<file path="config.mk">
export PLATFORM = sky130hd
export DESIGN_NAME = pipeline_ctrl_flat
export DESIGN_NICKNAME = d
export VERILOG_FILES = /design/src/rtl/pipeline_ctrl_if.sv /design/src/rtl/pipeline_ctrl.sv /design/src/flat_wrapper.sv
export SDC_FILE = /design/constraint.sdc
export NUM_CORES = 1
export LEC_CHECK = 0
export BUFFER_PORTS_ARGS = -buffer_cell sky130_fd_sc_hd__buf_2
export CAP_MARGIN = 10
export CORE_MARGIN = 10
export CORE_UTILIZATION = 49
export DETAILED_ROUTE_END_ITERATION = 7
export PLACE_DENSITY = 0.83
export SYNTH_ARGS = -nofsm -noshare
export SYNTH_HDL_FRONTEND = slang
export SYNTH_SLANG_ARGS = --single-unit
</file>
<file path="constraint.sdc">
create_clock -name i_clock -period 4.24 [get_ports i_clock]
set_input_delay 0.424 -clock i_clock [delete_from_list [all_inputs] [get_ports i_clock]]
set_output_delay 0.424 -clock i_clock [all_outputs]
set_load 0.01 [all_outputs]
</file>
<file path="src/rtl/pipeline_ctrl_if.sv">
// pipeline_ctrl_if -- bundle of hazard, redirect, mode and control signals
// exchanged between the pipeline datapath and pipeline_ctrl.
//
// Signal names follow the controller's point of view:
//   i_start, i_id_rs, i_id_rt, i_ex_rt, i_ex_memread, i_branch_taken,
//   i_jump, i_halt, i_run_mode, i_step          -> into the controller
//   o_pc_write, o_ifid_write, o_ifid_flush, o_idex_bubble,
//   o_pipe_enable, o_halted, o_state            -> out of the controller
//
// Modports:
//   slave  : the controller (pipeline_ctrl)
//   master : the datapath / stimulus side
interface pipeline_ctrl_if;
  logic       i_start;
  logic [4:0] i_id_rs;
  logic [4:0] i_id_rt;
  logic [4:0] i_ex_rt;
  logic       i_ex_memread;
  logic       i_branch_taken;
  logic       i_jump;
  logic       i_halt;
  logic       i_run_mode;
  logic       i_step;

  logic       o_pc_write;
  logic       o_ifid_write;
  logic       o_ifid_flush;
  logic       o_idex_bubble;
  logic       o_pipe_enable;
  logic       o_halted;
  logic [1:0] o_state;

  modport slave (
    input  i_start, i_id_rs, i_id_rt, i_ex_rt, i_ex_memread,
           i_branch_taken, i_jump, i_halt, i_run_mode, i_step,
    output o_pc_write, o_ifid_write, o_ifid_flush, o_idex_bubble,
           o_pipe_enable, o_halted, o_state
  );

  modport master (
    output i_start, i_id_rs, i_id_rt, i_ex_rt, i_ex_memread,
           i_branch_taken, i_jump, i_halt, i_run_mode, i_step,
    input  o_pc_write, o_ifid_write, o_ifid_flush, o_idex_bubble,
           o_pipe_enable, o_halted, o_state
  );
endinterface

</file>
<file path="src/rtl/pipeline_ctrl.sv">
// pipeline_ctrl -- stall / flush / halt controller for a 5-stage pipeline.
//
// Detects load-use hazards between the load in EX and the instruction in ID,
// flushes IF/ID on taken branches and jumps, and on HALT drains EX/MEM/WB for
// DRAIN_CYCLES advancing cycles before parking in HALTED (left only by reset).
//
// Parameters:
//   DRAIN_CYCLES : advancing cycles spent draining after HALT (1..15)
//
// Ports:
//   i_clock : single clock, rising edge
//   i_reset : synchronous active-high reset
//   bus     : pipeline_ctrl_if.slave (hazard/redirect/mode inputs, controls)
//
// Optional feature: define PIPELINE_CTRL_DEBUG_STEP_EN to enable step mode,
// where the pipeline only advances when i_run_mode=1 or i_step pulses.
// Without it i_run_mode/i_step are ignored and the pipeline always advances.
//
// All control outputs are combinational from state and current inputs;
// o_state and o_halted come straight from registers.
module pipeline_ctrl #(
  parameter int DRAIN_CYCLES = 4
) (
  input  logic           i_clock,
  input  logic           i_reset,
  pipeline_ctrl_if.slave bus
);

  typedef enum logic [1:0] {
    ST_IDLE   = 2'd0,
    ST_RUN    = 2'd1,
    ST_DRAIN  = 2'd2,
    ST_HALTED = 2'd3
  } state_t;

  localparam logic [3:0] DRAIN_LOAD = 4'(DRAIN_CYCLES);

  state_t     state_r;
  state_t     state_nxt_s;
  logic [3:0] drain_cnt_r;
  logic [3:0] drain_cnt_nxt_s;
  logic       halted_r;

  logic       adv_s;
  logic       hazard_s;

  logic       pc_write_s;
  logic       ifid_write_s;
  logic       ifid_flush_s;
  logic       idex_bubble_s;
  logic       pipe_enable_s;

`ifdef PIPELINE_CTRL_DEBUG_STEP_EN
  assign adv_s = bus.i_run_mode | bus.i_step;
`else
  // Step controls are present on the interface but have no effect here.
  logic unused_step_s;
  assign unused_step_s = bus.i_run_mode ^ bus.i_step;
  assign adv_s         = 1'b1;
`endif

  // A load into $zero never produces a value, so it cannot cause a stall.
  assign hazard_s = bus.i_ex_memread & (bus.i_ex_rt != 5'd0) &
                    ((bus.i_ex_rt == bus.i_id_rs) | (bus.i_ex_rt == bus.i_id_rt));

  // State, drain counter and halted flag registers with synchronous reset.
  always_ff @(posedge i_clock) begin
    if (i_reset) begin
      state_r     <= ST_IDLE;
      drain_cnt_r <= 4'd0;
      halted_r    <= 1'b0;
    end else begin
      state_r     <= state_nxt_s;
      drain_cnt_r <= drain_cnt_nxt_s;
      halted_r    <= (state_nxt_s == ST_HALTED);
    end
  end

  // Next-state, drain counter update and control outputs.
  always_comb begin
    state_nxt_s     = state_r;
    drain_cnt_nxt_s = drain_cnt_r;
    pc_write_s      = 1'b0;
    ifid_write_s    = 1'b0;
    ifid_flush_s    = 1'b0;
    idex_bubble_s   = 1'b0;
    pipe_enable_s   = 1'b0;

    case (state_r)
      ST_IDLE: begin
        if (bus.i_start) begin
          state_nxt_s = ST_RUN;
        end else begin
          state_nxt_s = ST_IDLE;
        end
      end

      ST_RUN: begin
        if (!adv_s) begin
          // Frozen: every control stays at its default of 0.
          state_nxt_s = ST_RUN;
        end else if (hazard_s) begin
          // Load-use stall wins over redirect/halt; those re-evaluate next cycle.
          idex_bubble_s = 1'b1;
          pipe_enable_s = 1'b1;
        end else if (bus.i_halt) begin
          // Stop fetching, kill the instruction behind HALT, start draining.
          ifid_flush_s    = 1'b1;
          pipe_enable_s   = 1'b1;
          drain_cnt_nxt_s = DRAIN_LOAD;
          state_nxt_s     = ST_DRAIN;
        end else if (bus.i_branch_taken | bus.i_jump) begin
          pc_write_s    = 1'b1;
          ifid_write_s  = 1'b1;
          ifid_flush_s  = 1'b1;
          pipe_enable_s = 1'b1;
        end else begin
          pc_write_s    = 1'b1;
          ifid_write_s  = 1'b1;
          pipe_enable_s = 1'b1;
        end
      end

      ST_DRAIN: begin
        // Hazard/redirect/halt inputs are irrelevant while draining.
        idex_bubble_s = 1'b1;
        pipe_enable_s = adv_s;
        if (adv_s) begin
          if (drain_cnt_r == 4'd1) begin
            drain_cnt_nxt_s = 4'd0;
            state_nxt_s     = ST_HALTED;
          end else begin
            drain_cnt_nxt_s = drain_cnt_r - 4'd1;
          end
        end else begin
          drain_cnt_nxt_s = drain_cnt_r;
        end
      end

      ST_HALTED: begin
        state_nxt_s = ST_HALTED;
      end

      default: begin
        state_nxt_s     = ST_IDLE;
        drain_cnt_nxt_s = 4'd0;
      end
    endcase
  end

  // While reset is asserted every control is forced low, whatever the state.
  assign bus.o_pc_write    = pc_write_s    & ~i_reset;
  assign bus.o_ifid_write  = ifid_write_s  & ~i_reset;
  assign bus.o_ifid_flush  = ifid_flush_s  & ~i_reset;
  assign bus.o_idex_bubble = idex_bubble_s & ~i_reset;
  assign bus.o_pipe_enable = pipe_enable_s & ~i_reset;
  assign bus.o_halted      = halted_r;
  assign bus.o_state       = state_r;

endmodule
</file>
<file path="src/flat_wrapper.sv">
// flat-port wrapper written by rule: the top's interface ports become plain ports
module pipeline_ctrl_flat 
#(
  parameter int DRAIN_CYCLES = 4
)
  (i_clock, i_reset, bus_i_start, bus_i_id_rs, bus_i_id_rt, bus_i_ex_rt, bus_i_ex_memread, bus_i_branch_taken, bus_i_jump, bus_i_halt, bus_i_run_mode, bus_i_step, bus_o_pc_write, bus_o_ifid_write, bus_o_ifid_flush, bus_o_idex_bubble, bus_o_pipe_enable, bus_o_halted, bus_o_state);
  pipeline_ctrl_if bus_i ();
  input  logic i_clock;
  input  logic i_reset;
  input wire logic [$bits(bus_i.i_start)-1:0] bus_i_start;
  input wire logic [$bits(bus_i.i_id_rs)-1:0] bus_i_id_rs;
  input wire logic [$bits(bus_i.i_id_rt)-1:0] bus_i_id_rt;
  input wire logic [$bits(bus_i.i_ex_rt)-1:0] bus_i_ex_rt;
  input wire logic [$bits(bus_i.i_ex_memread)-1:0] bus_i_ex_memread;
  input wire logic [$bits(bus_i.i_branch_taken)-1:0] bus_i_branch_taken;
  input wire logic [$bits(bus_i.i_jump)-1:0] bus_i_jump;
  input wire logic [$bits(bus_i.i_halt)-1:0] bus_i_halt;
  input wire logic [$bits(bus_i.i_run_mode)-1:0] bus_i_run_mode;
  input wire logic [$bits(bus_i.i_step)-1:0] bus_i_step;
  output wire logic [$bits(bus_i.o_pc_write)-1:0] bus_o_pc_write;
  output wire logic [$bits(bus_i.o_ifid_write)-1:0] bus_o_ifid_write;
  output wire logic [$bits(bus_i.o_ifid_flush)-1:0] bus_o_ifid_flush;
  output wire logic [$bits(bus_i.o_idex_bubble)-1:0] bus_o_idex_bubble;
  output wire logic [$bits(bus_i.o_pipe_enable)-1:0] bus_o_pipe_enable;
  output wire logic [$bits(bus_i.o_halted)-1:0] bus_o_halted;
  output wire logic [$bits(bus_i.o_state)-1:0] bus_o_state;
  assign bus_i.i_start = bus_i_start;
  assign bus_i.i_id_rs = bus_i_id_rs;
  assign bus_i.i_id_rt = bus_i_id_rt;
  assign bus_i.i_ex_rt = bus_i_ex_rt;
  assign bus_i.i_ex_memread = bus_i_ex_memread;
  assign bus_i.i_branch_taken = bus_i_branch_taken;
  assign bus_i.i_jump = bus_i_jump;
  assign bus_i.i_halt = bus_i_halt;
  assign bus_i.i_run_mode = bus_i_run_mode;
  assign bus_i.i_step = bus_i_step;
  assign bus_o_pc_write = bus_i.o_pc_write;
  assign bus_o_ifid_write = bus_i.o_ifid_write;
  assign bus_o_ifid_flush = bus_i.o_ifid_flush;
  assign bus_o_idex_bubble = bus_i.o_idex_bubble;
  assign bus_o_pipe_enable = bus_i.o_pipe_enable;
  assign bus_o_halted = bus_i.o_halted;
  assign bus_o_state = bus_i.o_state;
  pipeline_ctrl #(.DRAIN_CYCLES(DRAIN_CYCLES)) u_core (.i_clock(i_clock), .i_reset(i_reset), .bus(bus_i));
endmodule
</file>
## Yosys cells after proc, flatten, opt, wreduce, memory -nomap -nowiden

Cells that the tools add are included.

- Flip-flop bits (word level): 7
- Bits in latches: 0
- Memory bits (writable): 0
- Bits in read-only memories: 0
- Bits of input ports: 24
- Logic and storage cells: 46
- Memories kept: 0

- Add/sub/neg operators: 1
- Multiply operators: 0
- Divide/modulo/power cells: 0
- Magnitude comparators: 0
- Equality and inequality tests: 9
- Shift operators: 0
- Mux-type cells: 19
- Bitwise logic cells: 9
- Reduce and logical (&&, ||, !) cells: 5

Operators by type and width:

| operator | number |
|---|---|
| $mux 4 | 3 |
| $eq 5x5->1 | 2 |
| $mux 1 | 10 |
| $pmux 2 s4 | 1 |
| $pmux 4 s2 | 1 |
| $and 1x1->1 | 6 |
| $eq 2x2->1 const B | 3 |
| $mux 2 | 3 |
| $reduce_bool 5->1 | 1 |
| $eq 4x1->1 const B | 1 |
| $ne 2x2->1 const B | 2 |
| $sub 4x1->4 const B | 1 |
| $reduce_and 3->1 | 1 |
| $eq 2x1->1 const B | 1 |
| $logic_not 2->1 | 1 |
| $or 1x1->1 | 2 |
| $pmux 1 s2 | 1 |
| $reduce_bool 2->1 | 1 |
| $reduce_or 2->1 | 1 |
| $not 1->1 | 1 |

## Longest topological paths before layout

- Depth after elaboration: 6
- Mapped depth: 7

## Worst setup path before layout

No wires, ideal clock.

- Kind: input port to output port
- Start point: input port bus_i_ex_rt[0]
- End point: output port bus_o_pc_write
- Data arrival time: 1.805 ns
- Slack: 2.011 ns
- Cell stages on the path: 5
- Cell sequence: or4_4 o21ai_0 nor2_1 nor3_1 buf_4

- Cells in the longest elaborated chain, start to end: 6

Ends and longest elaborated chain:

| item | RTL line | source |
|---|---|---|
| from (decl) | flat_wrapper.sv:13 | `input wire logic [$bits(bus_i.i_ex_rt)-1:0] bus_i_ex_rt;` |
| $eq 5x5->1 or $reduce_bool 5->1 (tied branches) | pipeline_ctrl.sv:64, pipeline_ctrl.sv:63 |  |
| $or 1x1->1 or $and 1x1->1 (tied branches) | pipeline_ctrl.sv:64, pipeline_ctrl.sv:63 |  |
| $and 1x1->1 (*) | pipeline_ctrl.sv:63 | `assign hazard_s = bus.i_ex_memread & (bus.i_ex_rt != 5'd0) &` |
| $mux 1 (*) (2 in a row) | -- |  |
| $and 1x1->1 (*) | -- |  |
| to (decl) | flat_wrapper.sv:20 | `output wire logic [$bits(bus_i.o_pc_write)-1:0] bus_o_pc_write;` |

Every way passes the cells marked *; elsewhere a longest branch is shown, timed or not.

## Worst setup path in the final report

- Start point: input port bus_i_ex_rt[0]
- End point: output port bus_o_ifid_write

- Cells in the longest elaborated chain, start to end: 6

Ends and longest elaborated chain:

| item | RTL line | source |
|---|---|---|
| $eq 5x5->1 or $reduce_bool 5->1 (tied branches) | pipeline_ctrl.sv:64, pipeline_ctrl.sv:63 |  |
| $or 1x1->1 or $and 1x1->1 (tied branches) | pipeline_ctrl.sv:64, pipeline_ctrl.sv:63 |  |
| $and 1x1->1 (*) | pipeline_ctrl.sv:63 |  |
| $mux 1 (*) | pipeline_ctrl.sv:102 | `end else if (hazard_s) begin` |
| $mux 1 (*) | pipeline_ctrl.sv:89 | `case (state_r)` |
| $and 1x1->1 (*) | pipeline_ctrl.sv:153 | `assign bus.o_ifid_write = ifid_write_s & ~i_reset;` |
| to (decl) | flat_wrapper.sv:21 | `output wire logic [$bits(bus_i.o_ifid_write)-1:0] bus_o_ifid_write;` |

Marks and branches as above.

==> results_dict.tcl <==
set metrics [dict create \
    critPathLaunchType "input port" \
    yosysWarningCount 0 \
    fin_area_um2 900 \
    antenna_found_initial 0 \
    gr-total-overflow 0 \
    cellLeakagePower_nw 0.400 \
    status "completed" \
    path_clk_slew_ps 50 \
    clockBufferDepth 2 \
    path_class "input port to output pin" \
    crit_required_ps 3820 \
    vias 736 \
    synth_area_um2 721 \
    chipWidth_um 58.4 \
    final-hold-violation-count 0 \
    min_period_ps 2330 \
    fmax_mhz 429 \
    ys_seq_area_frac 0.194 \
    ff2ff_setup_slack_ps 2580 \
    start_util 0.534 \
    min_from "i_reset" \
    cts.root.buffer_cell "clkbuf_4" \
    dpl_cell_area_um2 873 \
    ios 32 \
    r2r_cells 5 \
    hpwl_um 1600 \
    clock_latency_ps 250 \
    ir_worst_vdd_mv 0.177 \
    die_h_um 58.4 \
    port_buffers 29 \
    setup_violations 0 \
    drv_slew 0 \
    grt_usage 0.111 \
    worst-slew-pin-transition_ps 459 \
    antenna_cells 0 \
    cap_violations 0 \
    first_global_vias 748 \
    synth-seq-cells 7 \
    syn2layout_area_growth_pct 24.8 \
    h-tree-depth 1 \
    p_per_area_mw_per_mm2 215 \
    die_area_mm2 0.00340 \
    place_congestion 0.766 \
    r2r-start "u_core.drain_cnt_r[1]" \
    first_pass_iters 4 \
    row_count 13 \
    min_path_cells 2 \
    setup_tns_ps 0 \
    critPathCaptureType "output pin" \
    grt_max_degree 10 \
    hold_path_end "u_core.drain_cnt_r[3]" \
    wl_um 1860 \
    hold_path.class "input port to flop" \
    cp.arrival_ps 1910 \
    wire_per_inst_um 13.9 \
    detail_route.iter0.violations 7 \
    drtAntennaViolNets 0 \
    cts_hold_buffers 0 \
    grt_setup_unrepaired "false" \
    cts_tree "built" \
    synthCells 88 \
    grt_pass1_wl_um 3210 \
    core_mm2 0.00135 \
    fin_nets 151 \
    worst_clock_skew_ps 5.61 \
    post-cts-setup-buffers 0 \
    finalCritPeriodShare 0.550 \
    cts_sinks 7 \
    ctsResizeCount 0 \
    maxSlewHeadroom 0.694 \
    path_max_fanout 4 \
    synth_area_per_cell_um2 8.19 \
    numCtsBuffers 3 \
    synth_fp_nets 119 \
    synth_cell_type_count 32 \
    r2r-end "u_core.drain_cnt_r[0]" \
    drc 0 \
    vias_per_cell 5.49 \
    drive_gt1_frac 0.319 \
]
[area by class of cell]
type	instances	area (um2)
Tap cell	15	18.8
Inverter	6	22.5
Multi-Input combinational cell	73	547
Sequential cell	7	140
Clock buffer	4	26.3
Timing Repair Buffer	29	145
Fill cell	127	450
[cell usage after synthesis, drive strengths merged]
| library cell | number | area [um2] |
|---|---|---|
| nor2b | 6 | 37.5 |
| nor3 | 8 | 40.0 |
| nand2b | 1 | 6.26 |
| o2bb2ai | 1 | 8.76 |
| o211a | 1 | 10.0 |
| dfxtp | 7 | 140 |
| o21a | 1 | 15.0 |
| o22a | 1 | 8.76 |
| and3 | 1 | 7.51 |
| ha | 7 | 87.6 |
| nand3 | 2 | 10.0 |
| xnor2 | 10 | 87.6 |
| a21boi | 1 | 7.51 |
| mux2i | 1 | 10.0 |
| a2111oi | 1 | 27.5 |
| buf | 1 | 7.51 |
| o22ai | 1 | 6.26 |
| or4b | 1 | 10.0 |
| inv | 6 | 22.5 |
| clkbuf | 1 | 3.75 |
| nand2 | 7 | 26.3 |
| o41a | 1 | 11.3 |
| nor2 | 3 | 11.3 |
| or4 | 2 | 18.8 |
| a32o | 1 | 10.0 |
| mux2 | 1 | 11.3 |
| o21ai | 7 | 35.0 |
| a21oi | 4 | 20.0 |
| nor3b | 2 | 15.0 |
| o31ai | 1 | 7.51 |
[worst max path at each step]
| stage | slack, ps | to | cells after the start | start |
|---|---|---|---|---|
| finish | 1910 | bus_o_ifid_write | 6 | bus_i_ex_rt[0] |
| global route | 1810 | bus_o_ifid_write | 6 | bus_i_ex_rt[0] |
| CTS | 1920 | bus_o_ifid_write | 6 | bus_i_ex_rt[0] |
| detailed placement | 1930 | bus_o_ifid_write | 6 | bus_i_ex_rt[0] |
| global placement | 1960 | bus_o_pc_write | 6 | bus_i_ex_rt[0] |
| floorplan | 2010 | bus_o_pc_write | 5 | bus_i_ex_rt[0] |
[cell families after synthesis]
logic type	synth area share
mux	0.0295
flops	0.194
buf+inv	0.0469
simple gates	0.253
compound gates	0.233
fa+ha+maj	0.122
xor+xnor	0.122
[worst max-delay path, cell delays in order]
cell     delay (ps)
buf_2           120
or4_4           540
o21ai_0         290
nor2_1          130
nor3_1          230
buf_2           180
[cells in the final DEF, fill, tap and decap left out]
| master | n |
|---|---|
| a21oi_1 | 4 |
| mux2_2 | 1 |
| mux2i_1 | 1 |
| nor3b_1 | 2 |
| o22ai_1 | 1 |
| nand2_1 | 7 |
| buf_2 | 29 |
| nor2b_1 | 6 |
| or4_4 | 1 |
| nor2_1 | 3 |
| o21a_4 | 1 |
| o21ai_1 | 1 |
| dfxtp_1 | 7 |
| o21ai_0 | 6 |
| ha_1 | 7 |
| a32o_1 | 1 |
| and3_2 | 1 |
| or4b_2 | 1 |
| clkbuf_4 | 3 |
| o22a_1 | 1 |
| nand3_1 | 2 |
| a21boi_0 | 1 |
| xnor2_1 | 10 |
| o31ai_1 | 1 |
| o41a_1 | 1 |
| a2111oi_4 | 1 |
| nor3_1 | 8 |
| inv_1 | 6 |
| o2bb2ai_1 | 1 |
| nand2b_1 | 1 |
| or4_1 | 1 |
| clkbuf_1 | 1 |
| o211a_1 | 1 |
[per-layer routing]
layer | vias up | routed length [um] | GRT usage
li1 | 376 | - | -
met1 | 343 | 761 | 0.112
met2 | 17 | 990 | 0.215
met3 | 0 | 111 | 0.0343
met4 | 0 | 0 | 0.0201
met5 | - | 0 | 0
[registers in the layout, indices dropped and copies added (netlist names)]
signal and cells:
u_core.bus.o_state 2, u_core.drain_cnt_r 4, u_core.bus.o_halted 1
[stage by stage]
stage | hold slack, ps | util | cells | setup slack (ps) | total power [W]
final | 455 | 0.666 | 134 | 1910 | 0.000193
after global routing | 461 | 0.666 | 134 | 1810 | 0.000206
after CTS | 461 | 0.666 | 134 | 1920 | 0.000193
after detailed placement | 541 | 0.647 | 130 | 1930 | 0.000136
after global placement | 514 | 0.647 | 130 | 1960 | 0.000133
after floorplan | 485 | - | 88 | 2010 | 0.000112
[report_power, final]
part	switching, W	total, W	internal [W]
logic	0.0000321	0.0000629	0.0000308
registers	0.00000297	0.0000713	0.0000684
clock network	0.0000232	0.0000591	0.0000358
Note: power is estimated with default switching activity, not from simulation.
